--- src/rtl/reaction_pkg.sv ---
// Shared definitions for the reaction timer: state encoding,
// LFSR constants and a constant-time clog2 helper.
package reaction_pkg;

    typedef enum logic [2:0] {
        ST_IDLE  = 3'd0,
        ST_WAIT  = 3'd1,
        ST_GO    = 3'd2,
        ST_SHOW  = 3'd3,
        ST_FAULT = 3'd4,
        ST_DONE  = 3'd5
    } state_t;

    localparam logic [15:0] LFSR_SEED = 16'hACE1;
    // Taps 16,14,13,11 counted from the output end (bit 0).
    localparam logic [15:0] LFSR_TAPS = 16'h002D;

    function automatic int clog2(input longint value);
        int result;
        result = 0;
        for (int i = 0; i < 63; i++) begin
            if ((64'sd1 <<< i) < value) result = i + 1;
        end
        return result;
    endfunction

endpackage

--- src/rtl/ms_tick_gen.sv ---
// Millisecond prescaler: one-cycle tick every CLK_DIV clocks,
// restartable through a synchronous clear.
module ms_tick_gen
    import reaction_pkg::*;
#(
    parameter int CLK_DIV = 50000
) (
    input  logic i_clk,
    input  logic i_rst,
    input  logic i_clr,
    output logic o_tick
);

    localparam int CW_RAW = clog2(longint'(CLK_DIV));
    localparam int CW     = (CW_RAW > 0) ? CW_RAW : 1;
    localparam logic [CW-1:0] LAST = CW'(CLK_DIV - 1);

    logic [CW-1:0] r_cnt;

    assign o_tick = (r_cnt == LAST);

    always_ff @(posedge i_clk or posedge i_rst) begin
        if (i_rst) begin
            r_cnt <= '0;
        end else if (i_clr || o_tick) begin
            r_cnt <= '0;
        end else begin
            r_cnt <= r_cnt + CW'(1);
        end
    end

endmodule

--- src/rtl/reaction_timer_core.sv ---
// Reaction-time engine: random go delay, false-start detection,
// timeout, multi-run session and best-score tracking.
module reaction_timer_core
    import reaction_pkg::*;
#(
    parameter int CLK_DIV         = 50000,
    parameter int SCORE_W         = 13,
    parameter int RUNS            = 4,
    parameter int DELAY_MIN_MS    = 1000,
    parameter int DELAY_RAND_BITS = 11,
    localparam int RCW            = clog2(longint'(RUNS) + 1)
) (
    input  logic               Clock,
    input  logic               Reset,
    input  logic               buttonStart,
    input  logic               buttonHit,
    output logic               GreenLed,
    output logic               RedLed,
    output logic [SCORE_W-1:0] Score,
    output logic [SCORE_W-1:0] BestScore,
    output logic [RCW-1:0]     RunCount,
    output logic               ScoreValid,
    output logic               FalseStart,
    output logic [2:0]         State
);

    localparam int DW_RAW = clog2(longint'(DELAY_MIN_MS)
                                  + (longint'(1) << DELAY_RAND_BITS));
    localparam int DW     = (DW_RAW > 0) ? DW_RAW : 1;

    logic               r_start_prev;
    logic               r_hit_prev;
    logic               r_start_ev;
    logic               r_hit_ev;
    logic [15:0]        r_lfsr;
    state_t             r_state;
    logic [DW-1:0]      r_delay;
    logic [SCORE_W-1:0] r_cnt;
    logic [SCORE_W-1:0] r_score;
    logic [SCORE_W-1:0] r_best;
    logic [RCW-1:0]     r_runs;
    logic               r_valid;
    logic               r_green;
    logic               r_red;
    logic               r_fault;

    state_t             w_next;
    logic               w_load;
    logic               w_record;
    logic               w_session_clr;
    logic               w_clr;
    logic               w_tick;
    logic               w_fb;
    logic               w_cnt_max;

    assign w_fb      = ^(r_lfsr & LFSR_TAPS);
    assign w_cnt_max = &r_cnt;

    ms_tick_gen #(
        .CLK_DIV(CLK_DIV)
    ) u_tick (
        .i_clk (Clock),
        .i_rst (Reset),
        .i_clr (w_clr),
        .o_tick(w_tick)
    );

    // Events are registered, so the FSM acts two edges after the level rises.
    always_ff @(posedge Clock or posedge Reset) begin
        if (Reset) begin
            r_start_prev <= 1'b0;
            r_hit_prev   <= 1'b0;
            r_start_ev   <= 1'b0;
            r_hit_ev     <= 1'b0;
            r_lfsr       <= LFSR_SEED;
        end else begin
            r_start_prev <= buttonStart;
            r_hit_prev   <= buttonHit;
            r_start_ev   <= buttonStart & ~r_start_prev;
            r_hit_ev     <= buttonHit & ~r_hit_prev;
            r_lfsr       <= {w_fb, r_lfsr[15:1]};
        end
    end

    always_comb begin
        w_next        = r_state;
        w_load        = 1'b0;
        w_record      = 1'b0;
        w_session_clr = 1'b0;
        case (r_state)
            ST_IDLE: begin
                if (r_start_ev) begin
                    w_load = 1'b1;
                    w_next = ST_WAIT;
                end
            end
            ST_WAIT: begin
                if (r_hit_ev) begin
                    w_next = ST_FAULT;
                end else if (r_delay == '0
                             || (w_tick && r_delay == DW'(1))) begin
                    w_next = ST_GO;
                end
            end
            ST_GO: begin
                if (r_hit_ev || (w_tick && w_cnt_max)) begin
                    w_record = 1'b1;
                    w_next   = ST_SHOW;
                end
            end
            ST_SHOW: begin
                if (r_start_ev) begin
                    if (r_runs == RCW'(RUNS)) begin
                        w_next = ST_DONE;
                    end else begin
                        w_load = 1'b1;
                        w_next = ST_WAIT;
                    end
                end
            end
            ST_FAULT: begin
                if (r_start_ev) begin
                    w_load = 1'b1;
                    w_next = ST_WAIT;
                end
            end
            ST_DONE: begin
                if (r_start_ev) begin
                    w_session_clr = 1'b1;
                    w_next        = ST_IDLE;
                end
            end
            default: w_next = ST_IDLE;
        endcase
        w_clr = (w_next != r_state)
                && (w_next == ST_WAIT || w_next == ST_GO);
    end

    always_ff @(posedge Clock or posedge Reset) begin
        if (Reset) begin
            r_state <= ST_IDLE;
            r_green <= 1'b0;
            r_red   <= 1'b0;
            r_fault <= 1'b0;
            r_valid <= 1'b0;
            r_delay <= '0;
            r_cnt   <= '0;
        end else begin
            r_state <= w_next;
            r_green <= (w_next == ST_GO);
            r_red   <= (w_next == ST_WAIT) || (w_next == ST_FAULT);
            r_fault <= (w_next == ST_FAULT);
            r_valid <= w_record;
            if (w_load) begin
                r_delay <= DW'(DELAY_MIN_MS)
                           + DW'(r_lfsr[DELAY_RAND_BITS-1:0]);
            end else if (r_state == ST_WAIT && w_tick && r_delay != '0) begin
                r_delay <= r_delay - DW'(1);
            end
            if (w_next == ST_GO && r_state != ST_GO) begin
                r_cnt <= '0;
            end else if (r_state == ST_GO && w_tick && !w_cnt_max) begin
                r_cnt <= r_cnt + SCORE_W'(1);
            end
        end
    end

    always_ff @(posedge Clock or posedge Reset) begin
        if (Reset) begin
            r_score <= '0;
            r_best  <= '1;
            r_runs  <= '0;
        end else if (w_record) begin
            r_score <= r_cnt;
            r_runs  <= r_runs + RCW'(1);
            if (r_cnt < r_best) r_best <= r_cnt;
        end else if (w_session_clr) begin
            r_runs <= '0;
            r_best <= '1;
        end
    end

    assign GreenLed   = r_green;
    assign RedLed     = r_red;
    assign FalseStart = r_fault;
    assign ScoreValid = r_valid;
    assign Score      = r_score;
    assign BestScore  = r_best;
    assign RunCount   = r_runs;
    assign State      = r_state;

endmodule

--- config.mk ---
export PLATFORM = sky130hd
export DESIGN_NAME = reaction_timer_core
export DESIGN_NICKNAME = d
export VERILOG_FILES = /design/src/rtl/reaction_pkg.sv /design/src/rtl/ms_tick_gen.sv /design/src/rtl/reaction_timer_core.sv
export SDC_FILE = /design/constraint.sdc
export NUM_CORES = 1
export LEC_CHECK = 0
export BUFFER_PORTS_ARGS = -buffer_cell sky130_fd_sc_hd__buf_2
export CORE_MARGIN = 2
export CORE_UTILIZATION = 50
export CTS_BUF_LIST = sky130_fd_sc_hd__clkbuf_8
export DETAILED_ROUTE_END_ITERATION = 16
export PLACE_DENSITY_LB_ADDON = 0.08
export SKIP_LAST_GASP = 1
export SYNTH_ARGS = -nofsm -noshare
export SYNTH_HDL_FRONTEND = slang
export SYNTH_HIERARCHICAL = 1
export SYNTH_SLANG_ARGS = --single-unit
export TNS_END_PERCENT = 50
--- constraint.sdc ---
create_clock -name Clock -period 3.81 [get_ports Clock]
set_clock_uncertainty 0.1 [all_clocks]
set_input_delay 0.1905 -clock Clock [delete_from_list [all_inputs] [get_ports Clock]]
set_output_delay 0.1905 -clock Clock [all_outputs]
set_load 0.1 [all_outputs]
==> metrics.txt, run 1 <==
gpl congestion 0.848; final setup fails 0; Routed Antenna Nets 0; area of the multi-input gates 2200 um^2; Cell Rows 36; Hold Path Depth 0; worst path arrival time 3.18 ns; vias per cell 5.43; Tot Pwr 3.38 mW; postcts setup bufs 0; mean post-synth cell area 10.9 um^2; Worst Min Path Start r_lfsr[11]; Post-Synthesis Cell Area 4870 um^2; FF+latch area 2450 um^2; Slew @ Worst Pin 1.16 ns; Final Hold Viols 0; CORE AREA 9590 um^2; hpwl dp 6.59 mm; die area 10600 um^2; Gate Count Post-Synth 449; number of antenna violations at the first check in global routing 0; share of cells above drive strength 1 23.3%; Placement Cell Area 5150 um^2; Worst Path Required 3.96 ns; period utilisation layout 79.3%; Yosys reg bits 97; Layout Nets 511; Max clock buf depth 2; First DRT Iteration DRCs 142; yosys warns 6; clk root buf clkbuf_8; Most used DFF post-synth dfrtp_1; first-pass GRT wire length 16.1 mm; worst skew pair latency 0.37 ns; nature of the critical path endpoint flip-flop; slowest CP cell a31oi_1; PortBufs 39; Chip Height 103 um; crit path to r_delay[11]; reg2reg setup slack 0.79 ns; Buf/Inv on CP 0; WS Path Type reg -> reg; CTS sink cnt 97; final WL 9.55 mm; Inserted Diodes 0; CP Cell Sequence nor4bb_1 -> and4_4 -> nand4bb_1 -> a31oi_1 -> nand4_1 -> o31a_1 -> o31a_1; Reg-to-Reg End r_delay[11]; Max Fclk 331 MHz; Final Max Tran Viols 0; element type at the critical path start flip-flop; CTS clk-pin slew, worst paths 0.09 ns; Worst setup startpoint u_tick/r_cnt[8]; total track usage 19.9%; Initial Utilization 50.8%; H-tree depth 3; status finished clean; sequential share of the synthesized area 50.4%; Post-synth EDFFs 0; Die Width 103 um; normalized max-slew margin 22.1%; RSZ-0062 raised after global routing no; vias in the first global route 3297; post-synth cell types 70; slowest stage delay, CP 0.49 ns; async set or reset register ratio after synthesis 100%; worst r2r src u_tick/r_cnt[8]; number of cells on the critical path 7; Leak 2.52 nW; WL/cell 15.3 um; synthesis-to-finish area growth 10.8%; Hold Crit Class reg -> reg; most frequent CP cell o31a_1; TritonCTS clock tree done; Synthesized Nets 472; worst vdd ir 537 uV; number of remaining DRC errors 0; pin count of the biggest net entering global routing 47; Setup TNS Final 0 ns; final-layout fill cell count 873; Pwr Density 625 nW/um^2; worst-path maximum fanout 7; total CTS buffers 9; grt ovf 0; DR pass1 iterations 4; final worst path period need 3.02 ns; Vias 3398; Design Area, Final 5400 um^2; Max-Cap Viols 0; IO Pins 40; CP delay by family, top simple AND/OR/NAND/NOR gates; R2R depth 7
## final cells by class
type | instances | area share (%)
Timing Repair Buffer | 47 | 4.87
Clock inverter | 7 | 1.76
Sequential cell | 97 | 45.5
Clock buffer | 9 | 2.29
Multi-Input combinational cell | 307 | 40.7
Inverter | 26 | 1.83
Tap cell | 133 | 3.08
## synth_stat cells (all sizes together) (3+ instances only)
cell	count	area, um^2
or3	4	30.0
nor3	11	55.1
and3	5	31.3
or4	4	33.8
nand2b	4	25.0
nor4	11	68.8
nand2	22	82.6
dfrtp	76	1900
xor2	15	131
nor4bb	3	30.0
inv	25	93.8
o211ai	4	30.0
nand4	11	75.1
dfstp	21	552
a31oi	5	31.3
clkbuf	8	32.5
o21ai	13	68.8
and4	6	55.1
a21o	4	30.0
nor2	42	185
nand3	17	90.1
o22a	13	114
nor2b	5	31.3
mux2	14	158
ha	19	238
xnor2	23	201
buf	11	91.3
a21oi	10	50.1
and2	4	25.0
## where the power goes
| part | total [mW] | leakage [nW] | switching [mW] | internal [mW] |
|---|---|---|---|---|
| Combinational | 1.21 | 1.16 | 0.924 | 0.286 |
| Clock | 0.744 | 0.115 | 0.372 | 0.372 |
| Sequential | 1.42 | 1.24 | 0.186 | 1.24 |
| Total | 3.38 | 2.52 | 1.48 | 1.89 |
## routing by layer
layer | up-vias | wire length (um) | GRT usage, %
met3 | 16 | 202 | 2.44
met2 | 38 | 4630 | 34.0
li1 | 1684 | - | -
met4 | 0 | 204 | 9.23
met1 | 1660 | 4510 | 25.2
met5 | - | 0 | 0
## sequential cells by signal (all words and copies together), names as in the netlist, 3 cells and up
| signal | count |
|---|---|
| BestScore | 13 |
| r_cnt | 13 |
| State | 3 |
| r_delay | 12 |
| r_lfsr | 16 |
| u_tick/r_cnt | 16 |
| RunCount | 3 |
| Score | 13 |
## worst min path at each step
stage / endpoint / slack, ns
after detailed placement: r_hit_prev / 0.21
final: r_lfsr[10] / 0.27
after global routing: r_lfsr[10] / 0.27
after global placement: u_tick/r_cnt[12] / 0.20
after CTS: r_lfsr[10] / 0.27
after floorplan: u_tick/r_cnt[0] / 0.004
## layout by cell type (no fill, tap or decap), types with 11 or more instances in the layout
| cell | count |
|---|---|
| nor3_1 | 11 |
| nor2_1 | 31 |
| nand2_1 | 22 |
| xor2_1 | 15 |
| nand3_1 | 16 |
| nor4_1 | 11 |
| buf_2 | 39 |
| inv_1 | 25 |
| dfstp_2 | 21 |
| mux2_2 | 14 |
| ha_1 | 19 |
| nor2_2 | 11 |
| xnor2_1 | 23 |
| o22a_1 | 13 |
| o21ai_0 | 12 |
| dfrtp_1 | 76 |
## cells by family (layout without fill, tap and decap cells)
group,after synthesis,after routing,synth area share [%]
flops,97,97,50.4
xor+xnor,38,38,6.83
fa+ha+maj,19,19,4.88
simple gates,162,162,19.1
mux,16,16,3.65
compound gates,72,72,10.6
buf+inv,45,89,4.55
## per-stage QoR
stage / util, % / std cells / hold WS [ns] / worst slack, ns
3_5_place_dp: 53.7 / 607 / 0.213 / 0.804
5_1_grt: 56.3 / 626 / 0.268 / 0.515
3_3_place_gp: 53.7 / 607 / 0.205 / 0.828
2_1_floorplan: - / 449 / 0.00424 / 0.831
4_1_cts: 56.3 / 626 / 0.266 / 0.776
6_report: 56.3 / 626 / 0.266 / 0.789
## what timing repair did
| item | 4_1_cts | 5_1_grt |
|---|---|---|
| endpoints found under the hold margin | 54 | 0 |
| hold buffers | 3 | 0 |
| resized for setup | 0 | 0 |
Note: power is estimated with default switching activity, not from simulation.
==> run 2: changes to the inputs <==
==> constraint.sdc (replaced) <==
create_clock -name Clock -period 2.8 [get_ports Clock]
set_clock_uncertainty 0.1 [all_clocks]
set_input_delay 0.14 -clock Clock [delete_from_list [all_inputs] [get_ports Clock]]
set_output_delay 0.14 -clock Clock [all_outputs]
set_load 0.1 [all_outputs]
==> run 2 against run 1 <==
  * Die area unchanged
  * Routed wire length up 4.2%
  * Via count up 4.8%
  * Critical path depth up 4
  * Worst hold slack worse by 0.0057 ns
  * Utilization up 2.8 points
  * Power up 34%
  * Non-clock buffer count up 28
  * Highest routed layer unchanged
==> metrics.txt, run 2 (synthesis gave the netlist of run 1 again) <==
Routed Antenna Nets 0 (unchanged); First DRT Iteration DRCs 141 (-0.70%); status finished clean; CTS sink cnt 97 (unchanged); period utilisation layout 96.4% (+17 points); PortBufs 39 (unchanged); CP delay by family, top simple AND/OR/NAND/NOR gates; Die Width 103 um (unchanged); Min Hold Slack 0.261 ns (-0.00570 ns); number of antenna violations at the first check in global routing 0 (unchanged); largest registers r_lfsr (16), u_tick/r_cnt (16); WS Path Type reg -> reg; worst vdd ir 453 uV (-16%); Max clock buf depth 2 (unchanged); vias per cell 5.45 (+0.34%); worst-path maximum fanout 7 (unchanged); Vias 3562 (+4.8%); Setup TNS Final 0 ns (unchanged); normalized max-slew margin 49.5% (+27 points); CP Cell Sequence ha_1 -> and3_1 -> and4_4 -> a21o_1 -> and4_1 -> and2_0 -> a311o_1 -> a21oi_2 -> or2_4 -> clkbuf_16 -> nor2_2; nature of the critical path endpoint flip-flop; pin count of the biggest net entering global routing 44 (-6.4%); total CTS buffers 9 (unchanged); Chip Height 103 um (unchanged); Hold Crit Class reg -> reg; final setup fails 0 (unchanged); element type at the critical path start flip-flop; clk root buf clkbuf_8; Final Max Tran Viols 0 (unchanged); grt ovf 0 (unchanged); die area 10600 um^2 (unchanged); Inserted Diodes 0 (unchanged); Max-Cap Viols 0 (unchanged); vias in the first global route 3341 (+1.3%); TritonCTS clock tree done; DR pass1 iterations 4 (unchanged); final WL 9.96 mm (+4.2%); number of remaining DRC errors 0 (unchanged); Pwr Density 800 nW/um^2 (+28%); final worst path period need 2.70 ns (-0.322 ns); final-layout fill cell count 865 (-0.92%); Cell Rows 36 (unchanged); slowest CP cell dfrtp_1; H-tree depth 3 (unchanged); hpwl dp 6.91 mm (+4.7%); Initial Utilization 50.8% (unchanged); Leak 2.66 nW (+5.8%); first-pass GRT wire length 16.1 mm (-0.17%); worst skew pair latency 0.36 ns (about the same); Layout Nets 539 (+5.5%); worst path arrival time 2.86 ns (-0.32 ns); WL/cell 15.2 um (-0.25%); IO Pins 40 (unchanged); gpl congestion 0.861 (+1.5%); reg2reg setup slack 0.10 ns (-0.69 ns); Slew @ Worst Pin 0.738 ns (-0.426 ns); CORE AREA 9590 um^2 (unchanged); CTS clk-pin slew, worst paths 0.09 ns (about the same); slowest stage delay, CP 0.40 ns (-0.09 ns); synthesis-to-finish area growth 16.3%; total track usage 19.7% (-0.14 points); Final Hold Viols 0 (unchanged); share of cells above drive strength 1 29.0% (+5.7 points); most frequent cells in the layout 73 x dfrtp_1, 39 x buf_2, 31 x nor2_1, 28 x buf_4, 26 x inv_1; Worst Path Required 2.96 ns (-1.00 ns); most common cell after layout, fill and taps aside dfrtp_1; Max Fclk 370 MHz (+12%); Buf/Inv on CP 1 (+1)
-- run 2: cell count changes in the layout (fill, tap and decap cells not counted), moves of 2 or more --
cell and delta:
clkinv_2 +2, buf_12 +4, buf_4 +23, clkbuf_8 +2
inv_6 -2, dfrtp_2 +3, nor4bb_1 -2, bufinv_16 -2
dfrtp_1 -3, nor4bb_2 +2
-- run 2: per-stage QoR --
stage / setup slack, ns / instances / cell area (um^2) / power, mW / util, %
floorplan: 0.109 / 449 / 4880 / 3.38 / -
global placement: 0.149 / 631 / 5380 / 3.66 / 56.1
detailed placement: 0.0992 / 631 / 5380 / 3.69 / 56.1
CTS: 0.0895 / 650 / 5590 / 4.53 / 58.2
global route: -0.0343 / 654 / 5660 / 4.77 / 59.0
finish: 0.100 / 654 / 5660 / 4.53 / 59.0
-- run 2: worst paths after layout --
path / start / to / depth (start not counted)
worst max-delay path: u_tick/r_cnt[0] / u_tick/r_cnt[13] / 11
worst min-delay path: r_lfsr[11] / r_lfsr[10] / 0
worst max register to register: u_tick/r_cnt[0] / u_tick/r_cnt[13] / 11
worst min register to register: r_lfsr[11] / r_lfsr[10] / 0
max in group asynchronous: Reset / r_lfsr[13] / 4
min in group asynchronous: Reset / u_tick/r_cnt[6] / 3
-- run 2: final cells by class --
| class | instances | area [um^2] | area share [%] |
|---|---|---|---|
| flip-flops and latches | 97 | 2460 | 43.4 |
| multi-input cells | 307 | 2220 | 39.3 |
| repair buffers | 75 | 541 | 9.54 |
| well taps | 133 | 166 | 2.94 |
| clock buffers | 11 | 151 | 2.67 |
| inverters | 26 | 103 | 1.81 |
| clock inverters | 5 | 22.5 | 0.398 |
-- run 2: worst register-to-register path: stages, from the launching register on --
cell and delay, ns:
dfrtp_1 0.40, ha_1 0.21, and3_1 0.20, and4_4 0.22
a21o_1 0.20, and4_1 0.22, and2_0 0.17, a311o_1 0.36
a21oi_2 0.16, or2_4 0.17, clkbuf_16 0.16, nor2_2 0.04
-- run 2: what timing repair did --
item,in CTS,in global routing
gates resized for setup,0,6
setup endpoints to repair,0,37
setup buffers,0,3
hold buffers,3,0
endpoints found under the hold margin,48,0
-- run 2: power by group --
part           internal [mW]  total, mW  switching [mW]
clock                  0.362      0.832           0.470
sequential              1.69       1.89           0.205
combinational          0.472       1.81            1.34
-- run 2: layer usage --
metal	wire [um]	global-route usage, %	up-vias
li1	-	-	1743
met1	4550	25.5	1743
met4	242	9.44	0
met2	4960	32.9	57
met5	0	0	-
met3	201	2.64	19
==> run 3: changes to the inputs <==
--- a/config.mk
+++ b/config.mk
@@ -7,7 +7,7 @@
 export LEC_CHECK = 0
 export BUFFER_PORTS_ARGS = -buffer_cell sky130_fd_sc_hd__buf_2
 export CORE_MARGIN = 2
-export CORE_UTILIZATION = 50
+export CORE_UTILIZATION = 30
 export CTS_BUF_LIST = sky130_fd_sc_hd__clkbuf_8
 export DETAILED_ROUTE_END_ITERATION = 16
 export PLACE_DENSITY_LB_ADDON = 0.08
==> run 3 against run 2 <==
  * Routed wire length is 14% higher
  * Utilization is 22 points lower
  * Global-route usage is 5.8 points lower
  * Via count is 1.2% lower
  * Critical path type unchanged
  * Clock power is 35% higher
  * Largest power group unchanged
  * Worst hold slack worse by 0.00061 ns
  * Sequential share of layout area is 1.3 points lower
  * Clock-buffer cell count is 2 lower
==> metrics.txt, run 3 (synthesis gave the netlist of run 1 again) <==
most common cell after layout, fill and taps aside dfrtp_1; Placement Cell Area 5500 um^2 (+2.3%); Cells after DPL 718 (+14%); WS Path Type reg -> reg; worst skew pair latency 0.38 ns (+0.02 ns); normalized max-slew margin 51.2% (+1.7 points); worst path arrival time 2.80 ns (-0.06 ns); Final Hold Viols 0 (unchanged); number of remaining DRC errors 0 (unchanged); First DRT Iteration DRCs 126 (-11%); Min Hold Slack 0.260 ns (-0.000609 ns); PortBufs 39 (unchanged); gpl congestion 0.769 (-11%); number of antenna violations at the first check in global routing 0 (unchanged); Cell Rows 46 (+28%); H-tree depth 3 (unchanged); worst vdd ir 571 uV (+26%); Worst Path Required 2.97 ns (about the same); die area 17300 um^2 (+64%); WL/cell 15.4 um (+1.3%); Initial Utilization 30.7% (-20 points); Chip Height 131 um (+28%); vias per cell 4.77 (-12%); Leak 2.69 nW (+0.88%); period utilisation layout 94.2% (-2.3 points); postcts setup bufs 0 (unchanged); clk root buf clkbuf_8; Vias 3520 (-1.2%); IO Pins 40 (unchanged); Max Fclk 379 MHz (+2.4%); Pwr Density 829 nW/um^2 (+3.7%); element type at the critical path start flip-flop; Die Width 131 um (+28%); CTS sink cnt 97 (unchanged); Hold Crit Class reg -> reg; final setup margin 0.163 ns (+0.0630 ns); final worst path period need 2.64 ns (-0.0630 ns); pin count of the biggest net entering global routing 43 (-2.3%); Design Area, Final 5830 um^2 (+3.0%); CTS clk-pin slew, worst paths 0.09 ns (about the same); final setup fails 0 (unchanged); RSZ-0062 raised after global routing no; post-placement setup slack -0.0373 ns (-0.136 ns); Max clock buf depth 2 (unchanged); Finished Core Util 36.7% (-22 points); worst-path maximum fanout 7 (unchanged); Final Max Tran Viols 0 (unchanged); total track usage 13.9% (-5.8 points); share of cells above drive strength 1 29.1% (+0.14 points); CORE AREA 15900 um^2 (+66%); fin cells 738 (+13%); Routed Antenna Nets 0 (unchanged); TritonCTS clock tree done; Layout Nets 540 (+0.19%); most frequent cells in the layout 73 x dfrtp_1, 39 x buf_2, 31 x nor2_1, 30 x buf_4, 25 x inv_1; Max-Cap Viols 0 (unchanged); hpwl dp 8.12 mm (+18%); nature of the critical path endpoint flip-flop; total CTS buffers 9 (unchanged); status finished clean; Inserted Diodes 0 (unchanged); final WL 11.4 mm (+14%); vias in the first global route 3674 (+10%); grt ovf 0 (unchanged); DR pass1 iterations 4 (unchanged); final-layout fill cell count 1637 (+89%); synthesis-to-finish area growth 19.7%; first-pass GRT wire length 19.3 mm (+20%); Slew @ Worst Pin 0.731 ns (-0.00705 ns); largest registers r_lfsr (16), u_tick/r_cnt (16)
run 3: cell count changes in the layout (fill, tap and decap cells not counted), moves of 2 or more:
cell,previous run,this run
buf_4,28,30
bufinv_16,0,3
clkbuf_8,11,9
clkinv_2,4,1
run 3: metrics by stage:
| stage | TNS [ns] | total power [mW] |
|---|---|---|
| final | 0 | 4.84 |
| after global routing | 0 | 5.12 |
| after CTS | 0 | 4.87 |
| after detailed placement | -0.295 | 3.72 |
| after global placement | -0.0242 | 3.70 |
| after floorplan | 0 | 3.38 |
run 3: power breakdown:
part,switching (mW),internal [mW]
Combinational,1.34,0.471
Clock,0.522,0.595
Sequential,0.226,1.69
Total,2.08,2.75
run 3: repair_timing:
item | 4_1_cts | 5_1_grt
gates resized for setup | 1 | 5
endpoints found under the setup margin | 13 | 30
hold endpoints to repair | 46 | 0
pin swaps | 0 | 3
cloned | 0 | 1
hold buffers | 3 | 0
run 3: cell type report:
type / instances / area (um^2) / share of cell area (%)
Sequential cell: 97 / 2460 / 42.1
Multi-Input combinational cell: 307 / 2230 / 38.2
Timing Repair Buffer: 76 / 536 / 9.18
Tap cell: 216 / 270 / 4.63
Clock buffer: 9 / 124 / 2.12
Clock inverter: 7 / 119 / 2.04
Inverter: 26 / 98.8 / 1.69
run 3: final timing paths:
check / depth (start not counted) / to / slack (ns) / startpoint
min: 0 / r_lfsr[13] / 0.26 / r_lfsr[14]
max in group asynchronous: 4 / r_lfsr[11] / 1.56 / Reset
min in group asynchronous: 3 / u_tick/r_cnt[6] / 0.29 / Reset
max: 10 / u_tick/r_cnt[11] / 0.16 / u_tick/r_cnt[12]
min reg2reg: 0 / r_lfsr[13] / 0.26 / r_lfsr[14]
max reg2reg: 10 / u_tick/r_cnt[11] / 0.16 / u_tick/r_cnt[12]
run 3: worst max-delay path: stages, from the launching register on:
cell and delay [ns]:
dfrtp_1 0.43, nor4bb_2 0.33, and4_4 0.32, and4b_1 0.21
nand4_2 0.11, and2_1 0.21, a311o_1 0.31, a21oi_2 0.16
or2_4 0.17, clkbuf_16 0.16, nor2_2 0.04
run 3: layer usage:
layer / up-vias / wire, um / global-route usage [%]
met5: - / 0 / 0
met4: 0 / 174 / 5.62
met3: 10 / 287 / 2.39
met2: 37 / 5290 / 22.0
met1: 1729 / 5620 / 19.0
li1: 1744 / - / -
